$ cat src/rtl/pc_unit_if.sv
// rtl/pc_unit_if.sv - control requests and status outputs of the fetch program counter
interface pc_unit_if #(
    parameter int AW = 32
);
    logic          en_f;
    logic          ct_taken;
    logic [AW-1:0] ct_pc;
    logic          ras_push;
    logic [AW-1:0] ras_link;
    logic          ras_pop;
    logic          hlt;
    logic          start;
    logic [AW-1:0] pc;
    logic          halted;
    logic          ras_empty;
    logic          ras_full;
    logic          ras_err;

    modport master (
        output en_f, ct_taken, ct_pc, ras_push, ras_link, ras_pop, hlt, start,
        input  pc, halted, ras_empty, ras_full, ras_err
    );

    modport slave (
        input  en_f, ct_taken, ct_pc, ras_push, ras_link, ras_pop, hlt, start,
        output pc, halted, ras_empty, ras_full, ras_err
    );
endinterface

$ cat src/rtl/pc_unit.sv
// rtl/pc_unit.sv - fetch program counter with halt/resume; return-address stack built under PC_RAS_EN
module pc_unit #(
    parameter int            AW        = 32,
    parameter int            STEP      = 4,
    parameter logic [AW-1:0] RESET_PC  = '0,
    parameter int            RAS_DEPTH = 4
) (
    input  logic       clk,
    input  logic       n_rst,
    pc_unit_if.slave   bus
);
    typedef enum logic {S_RUN, S_HALT} state_t;

    localparam logic [AW-1:0] STEP_V = AW'(STEP);
    localparam logic [AW-1:0] ALIGN  = ~(STEP_V - AW'(1));

    state_t        state;
    logic          halted_q;
    logic [AW-1:0] pc_q;
    logic [AW-1:0] target;
    logic          frozen;
    logic          redirect;

    // While halted (or entering halt) the PC is pinned and no redirect may touch the RAS.
    assign frozen   = bus.hlt || (state == S_HALT);
    assign redirect = bus.ct_taken && !frozen;

`ifdef PC_RAS_EN
    localparam int            PW       = $clog2(RAS_DEPTH);
    localparam logic [PW:0]   FULL_CNT = (PW+1)'(RAS_DEPTH);

    logic [AW-1:0] ras_mem [RAS_DEPTH];
    logic [PW-1:0] top;
    logic [PW:0]   count;
    logic          err_q;
    logic          has_top;

    assign has_top = (count != '0);
    assign target  = ((bus.ras_pop && has_top) ? ras_mem[top] : bus.ct_pc) & ALIGN;

    always_ff @(posedge clk) begin
        if (!n_rst) begin
            top   <= '0;
            count <= '0;
            err_q <= 1'b0;
        end else if (bus.hlt) begin
            count <= '0;
        end else if (redirect) begin
            if (bus.ras_push && bus.ras_pop && has_top) begin
                ras_mem[top] <= bus.ras_link;
            end else if (bus.ras_push) begin
                // Overflow overwrites the oldest entry; a pop on empty is an underflow.
                ras_mem[top + PW'(1)] <= bus.ras_link;
                top <= top + PW'(1);
                if (count != FULL_CNT)
                    count <= count + (PW+1)'(1);
                if ((count == FULL_CNT) || bus.ras_pop)
                    err_q <= 1'b1;
            end else if (bus.ras_pop) begin
                if (has_top) begin
                    top   <= top - PW'(1);
                    count <= count - (PW+1)'(1);
                end else begin
                    err_q <= 1'b1;
                end
            end
        end
    end

    assign bus.ras_empty = (count == '0);
    assign bus.ras_full  = (count == FULL_CNT);
    assign bus.ras_err   = err_q;
`else
    localparam int unused_depth = RAS_DEPTH;
    logic unused_ras;

    assign unused_ras    = ^{bus.ras_push, bus.ras_pop, bus.ras_link};
    assign target        = bus.ct_pc & ALIGN;
    assign bus.ras_empty = 1'b1;
    assign bus.ras_full  = 1'b0;
    assign bus.ras_err   = 1'b0;
`endif

    always_ff @(posedge clk) begin
        if (!n_rst) begin
            state    <= S_RUN;
            halted_q <= 1'b0;
            pc_q     <= RESET_PC;
        end else begin
            if (frozen)
                pc_q <= RESET_PC;
            else if (bus.ct_taken)
                pc_q <= target;
            else if (bus.en_f)
                pc_q <= pc_q + STEP_V;

            if (bus.hlt) begin
                state    <= S_HALT;
                halted_q <= 1'b1;
            end else if ((state == S_HALT) && bus.start) begin
                state    <= S_RUN;
                halted_q <= 1'b0;
            end
        end
    end

    assign bus.pc     = pc_q;
    assign bus.halted = halted_q;
endmodule

$ cat src/flat_wrapper.sv
// flat-port wrapper written by rule: the top's interface ports become plain ports
module pc_unit_flat 
#(
    parameter int            AW        = 32,
    parameter int            STEP      = 4,
    parameter logic [AW-1:0] RESET_PC  = '0,
    parameter int            RAS_DEPTH = 4
)
  (clk, n_rst, bus_en_f, bus_ct_taken, bus_ct_pc, bus_ras_push, bus_ras_link, bus_ras_pop, bus_hlt, bus_start, bus_pc, bus_halted, bus_ras_empty, bus_ras_full, bus_ras_err);
  pc_unit_if #(.AW(AW)) bus_i ();
  input  logic clk;
  input  logic n_rst;
  input wire logic [$bits(bus_i.en_f)-1:0] bus_en_f;
  input wire logic [$bits(bus_i.ct_taken)-1:0] bus_ct_taken;
  input wire logic [$bits(bus_i.ct_pc)-1:0] bus_ct_pc;
  input wire logic [$bits(bus_i.ras_push)-1:0] bus_ras_push;
  input wire logic [$bits(bus_i.ras_link)-1:0] bus_ras_link;
  input wire logic [$bits(bus_i.ras_pop)-1:0] bus_ras_pop;
  input wire logic [$bits(bus_i.hlt)-1:0] bus_hlt;
  input wire logic [$bits(bus_i.start)-1:0] bus_start;
  output wire logic [$bits(bus_i.pc)-1:0] bus_pc;
  output wire logic [$bits(bus_i.halted)-1:0] bus_halted;
  output wire logic [$bits(bus_i.ras_empty)-1:0] bus_ras_empty;
  output wire logic [$bits(bus_i.ras_full)-1:0] bus_ras_full;
  output wire logic [$bits(bus_i.ras_err)-1:0] bus_ras_err;
  assign bus_i.en_f = bus_en_f;
  assign bus_i.ct_taken = bus_ct_taken;
  assign bus_i.ct_pc = bus_ct_pc;
  assign bus_i.ras_push = bus_ras_push;
  assign bus_i.ras_link = bus_ras_link;
  assign bus_i.ras_pop = bus_ras_pop;
  assign bus_i.hlt = bus_hlt;
  assign bus_i.start = bus_start;
  assign bus_pc = bus_i.pc;
  assign bus_halted = bus_i.halted;
  assign bus_ras_empty = bus_i.ras_empty;
  assign bus_ras_full = bus_i.ras_full;
  assign bus_ras_err = bus_i.ras_err;
  pc_unit #(.AW(AW), .STEP(STEP), .RESET_PC(RESET_PC), .RAS_DEPTH(RAS_DEPTH)) u_core (.clk(clk), .n_rst(n_rst), .bus(bus_i));
endmodule
$ cat config.mk
export PLATFORM = sky130hd
export DESIGN_NAME = pc_unit_flat
export DESIGN_NICKNAME = d
export VERILOG_FILES = /design/src/rtl/pc_unit_if.sv /design/src/rtl/pc_unit.sv /design/src/flat_wrapper.sv
export SDC_FILE = /design/constraint.sdc
export NUM_CORES = 1
export LEC_CHECK = 0
export ABC_CLOCK_PERIOD_IN_PS = 2100
export CORE_ASPECT_RATIO = 0.9
export CORE_MARGIN = 5
export CORE_UTILIZATION = 34
export CTS_CLUSTER_SIZE = 10
export DETAILED_ROUTE_END_ITERATION = 8
export GPL_ROUTABILITY_DRIVEN = 0
export GPL_TIMING_DRIVEN = 0
export PLACE_DENSITY = 0.75
export SLEW_MARGIN = 20
export SYNTH_ARGS = -nofsm -noshare
export SYNTH_HDL_FRONTEND = slang
export SYNTH_SLANG_ARGS = --single-unit
$ cat constraint.sdc
create_clock -name clk -period 2.1 [get_ports clk]
set_input_delay 0.21 -clock clk [delete_from_list [all_inputs] [get_ports clk]]
set_output_delay 0.21 -clock clk [all_outputs]
set_load 0.02 [all_outputs]
==> results.py <==
metrics = {
    "outcome": {
        "status": "complete, no violations",
    },
    "sta": {
        "min_period_ps": 1990,
        "hold_viol_final": 0,
        "slew_viol_final": 0,
        "finalWorstSetupSlack_ps": 110,
        "fin_crit_sh_pct": 94.8,
        "setup_violations": 0,
        "slew_headroom_pct": 65.8,
        "worstMarginPinSlew_ps": 509,
        "fin_skew_ps": 9.04,
        "fmaxAchievable_ghz": 0.502,
        "grt_setup_unrepaired": "yes",
    },
    "drt": {
        "drt-initial-drc-count": 90,
        "routed_wl_um": 4830,
        "via_per_inst": 4.93,
        "route.antenna.remaining_nets": 0,
        "firstDrtPassIters": 4,
        "num_vias": 1745,
        "wl_per_cell_um": 13.6,
        "drc_errors": 0,
    },
    "power_and_ir_drop": {
        "p_sw_uw": 361,
        "pwr-share-clk_pct": 44.8,
        "vdd_drop_max_mv": 0.300,
        "p_int_mw": 1.21,
        "power_density_mw_per_mm2": 601,
        "combPwrFrac_pct": 14.8,
        "p_sw_share_pct": 22.9,
        "power.leakage_nw": 0.917,
        "power_frac_seq_pct": 40.4,
    },
    "critical_path": {
        "cp_data_required_time_ps": 2250,
        "endpoint_kind": "flop",
        "crit_family": "simple AND/OR/NAND/NOR gates",
        "max_stage_delay_ps": 460,
        "crit_chain": "ha_2 -> nand2_1 -> or4_1 -> buf_2 -> nor4_4 -> xnor2_1 -> a21oi_1",
        "path_buf_inv": 1,
        "crit_arrival_ps": 2140,
        "worstSetupPathType": "flop to flop",
        "worstPathMaxFanout": 7,
        "critPathSlowestCell": "or4_1",
        "start_kind": "flop",
    },
    "final_layout": {
        "fin_cells": 354,
        "antenna-diode-count": 0,
        "syn2layout_area_growth_pct": 52.9,
        "nNetsFinal": 361,
        "drive_gt1_share_pct": 8.30,
    },
    "clock_tree": {
        "cts_sinks": 31,
        "numCtsBuffers": 5,
        "root_buffer": "clkbuf_8",
        "clk_latency_ps": 290,
        "htreeDepth": 2,
        "cts_tree": "built",
        "clk_path_buf_depth": 2,
        "clk_pin_slew_worst_paths_ps": 70,
        "holdBufCountCts": 0,
    },
    "floorplanning": {
        "start_util_pct": 35.2,
        "rows": 24,
        "core_area_mm2": 0.00486,
        "die_h_um": 77.3,
        "io_pins": 108,
        "die_w_um": 84.8,
        "die_area_mm2": 0.00656,
    },
    "flow_run": {
        "drv_cap": 0,
    },
    "placement": {
        "port_buffers": 66,
        "dp.cells": 346,
        "pre_cts_slack_ps": -238,
        "dp.final_hpwl_um": 3720,
    },
    "logic_synthesis": {
        "syn-cell-area_mm2": 0.00171,
        "synth_edf_count": 0,
        "synthCells": 212,
        "ys_async_sr_fraction_pct": 0,
        "ys.flop_type": "dfxtp_1",
        "ys_ff_latch": 31,
        "ys_seq_area_share_pct": 36.2,
        "syn_area_per_cell_um2": 8.08,
        "synth.distinct_cells": 33,
        "ys_warn_count": 0,
    },
    "global_routing": {
        "grt_max_degree": 11,
        "grt_pass1_wl_um": 7950,
        "grt_antenna_before_repair": 0,
        "grt_remaining_overflow": 0,
        "track_usage_pct": 14.7,
        "grt_pass1_vias": 1687,
    },
    "hold_path": {
        "min_path_type": "input port to flop",
    },
}
## area by class of cell
class / instances / area (µm²)
clock inverter: 2 / 60.1
multi-input combinational: 166 / 1030
sequential: 31 / 623
buffer: 16 / 81.3
tap: 65 / 81.3
timing repair buffer: 66 / 661
clock buffer: 6 / 72.6
inverter: 2 / 7.51
fill: 486 / 2250
## sequential cells by signal (all words and copies together), names as in the netlist
name	count
u_core.bus.pc	30
u_core.state	1
## cells in the mapped netlist (2+ instances only)
cell	count	area, µm²
mux2i_1	2	20.0
nand2_1	7	26.3
nor2_1	22	82.6
o22ai_1	3	18.8
and3_1	10	62.6
a21oi_1	26	130
nor3_1	2	10.0
nand3_1	6	30.0
dfxtp_1	31	621
buf_4	5	37.5
nand4_1	15	93.8
nor3b_1	5	37.5
and2_1	2	12.5
xor2_1	16	140
buf_2	2	10.0
xnor2_1	12	105
inv_1	2	7.51
conb_1	2	7.51
clkbuf_1	9	33.8
o21ai_0	19	95.1
or2_2	2	12.5
## final timing paths
check / cells after the start / start / slack, ps / end
min reg2reg: 3 / u_core.state$_SDFFE_PN0P_ / 560 / u_core.bus.pc[22]$_SDFFE_PP0P_
max: 7 / u_core.bus.pc[2]$_SDFFE_PP0P_ / 110 / u_core.bus.pc[26]$_SDFFE_PP0P_
min: 3 / bus_ct_pc[22] / 510 / u_core.bus.pc[22]$_SDFFE_PP0P_
max reg2reg: 7 / u_core.bus.pc[2]$_SDFFE_PP0P_ / 110 / u_core.bus.pc[26]$_SDFFE_PP0P_
## worst reg2reg max path, cell delays in order (launching register included)
cell and delay, ps:
dfxtp_2 390, ha_2 230, nand2_1 80, or4_1 460, buf_2 190, nor4_4 290, xnor2_1 140, a21oi_1 90
## power by group through the flow
stage	combinational [mW]	clock (mW)	sequential (mW)
floorplan	0.0828	0	0.668
global placement	0.232	0	0.647
detailed placement	0.233	0	0.648
CTS	0.234	0.715	0.635
global route	0.252	0.736	0.639
finish	0.233	0.705	0.636
## layer usage
layer  GRT usage (%)  wire, µm
met5               0         0
met2            23.0      2160
met1            19.9      2300
met3            4.45       321
met4            3.80        51
## through the flow
step / utilization, % / total power, mW / TNS (ps) / area [µm²] / hold slack, ps
detailed placement: 50.7 / 0.881 / -1290 / 2470 / 565
global route: 53.8 / 1.63 / -9.61 / 2620 / 522
CTS: 53.4 / 1.58 / 0 / 2600 / 506
global placement: 50.7 / 0.879 / -1410 / 2470 / 551
finish: 53.8 / 1.57 / 0 / 2620 / 508
floorplan: - / 0.751 / 0 / 1720 / 328
## cell usage in the layout, fill, tap and decap left out, types with 3 or more instances in the layout
cell,netlist,final
a21oi_1,26,26
and3_1,10,10
buf_4,5,5
clkbuf_1,9,10
clkbuf_8,0,5
clkdlybuf4s50_1,0,66
conb_1,2,5
dfxtp_1,31,29
nand2_1,7,7
nand3_1,6,6
nand4_1,15,15
nor2_1,22,22
nor3b_1,5,5
o21ai_0,19,19
o22ai_1,3,3
xnor2_1,12,12
xor2_1,16,16
## repair_timing
| item | CTS | global route |
|---|---|---|
| pin swaps | 0 | 0 |
| setup buffers | 0 | 0 |
| cloned | 0 | 0 |
| endpoints found under the hold margin | 0 | 0 |
| endpoints found under the setup margin | 1 | 12 |
| gates resized for setup | 1 | 4 |
## cells by family after synthesis
kind of cell / Yosys count / share of synthesized area [%]
flops: 31 / 36.2
other cells: 2 / 0.438
compound gates: 52 / 16.2
fa+ha+maj: 1 / 0.730
xor+xnor: 28 / 14.3
mux: 2 / 1.17
buf+inv: 18 / 5.19
simple gates: 78 / 25.7
Note: power is estimated with default switching activity, not from simulation.
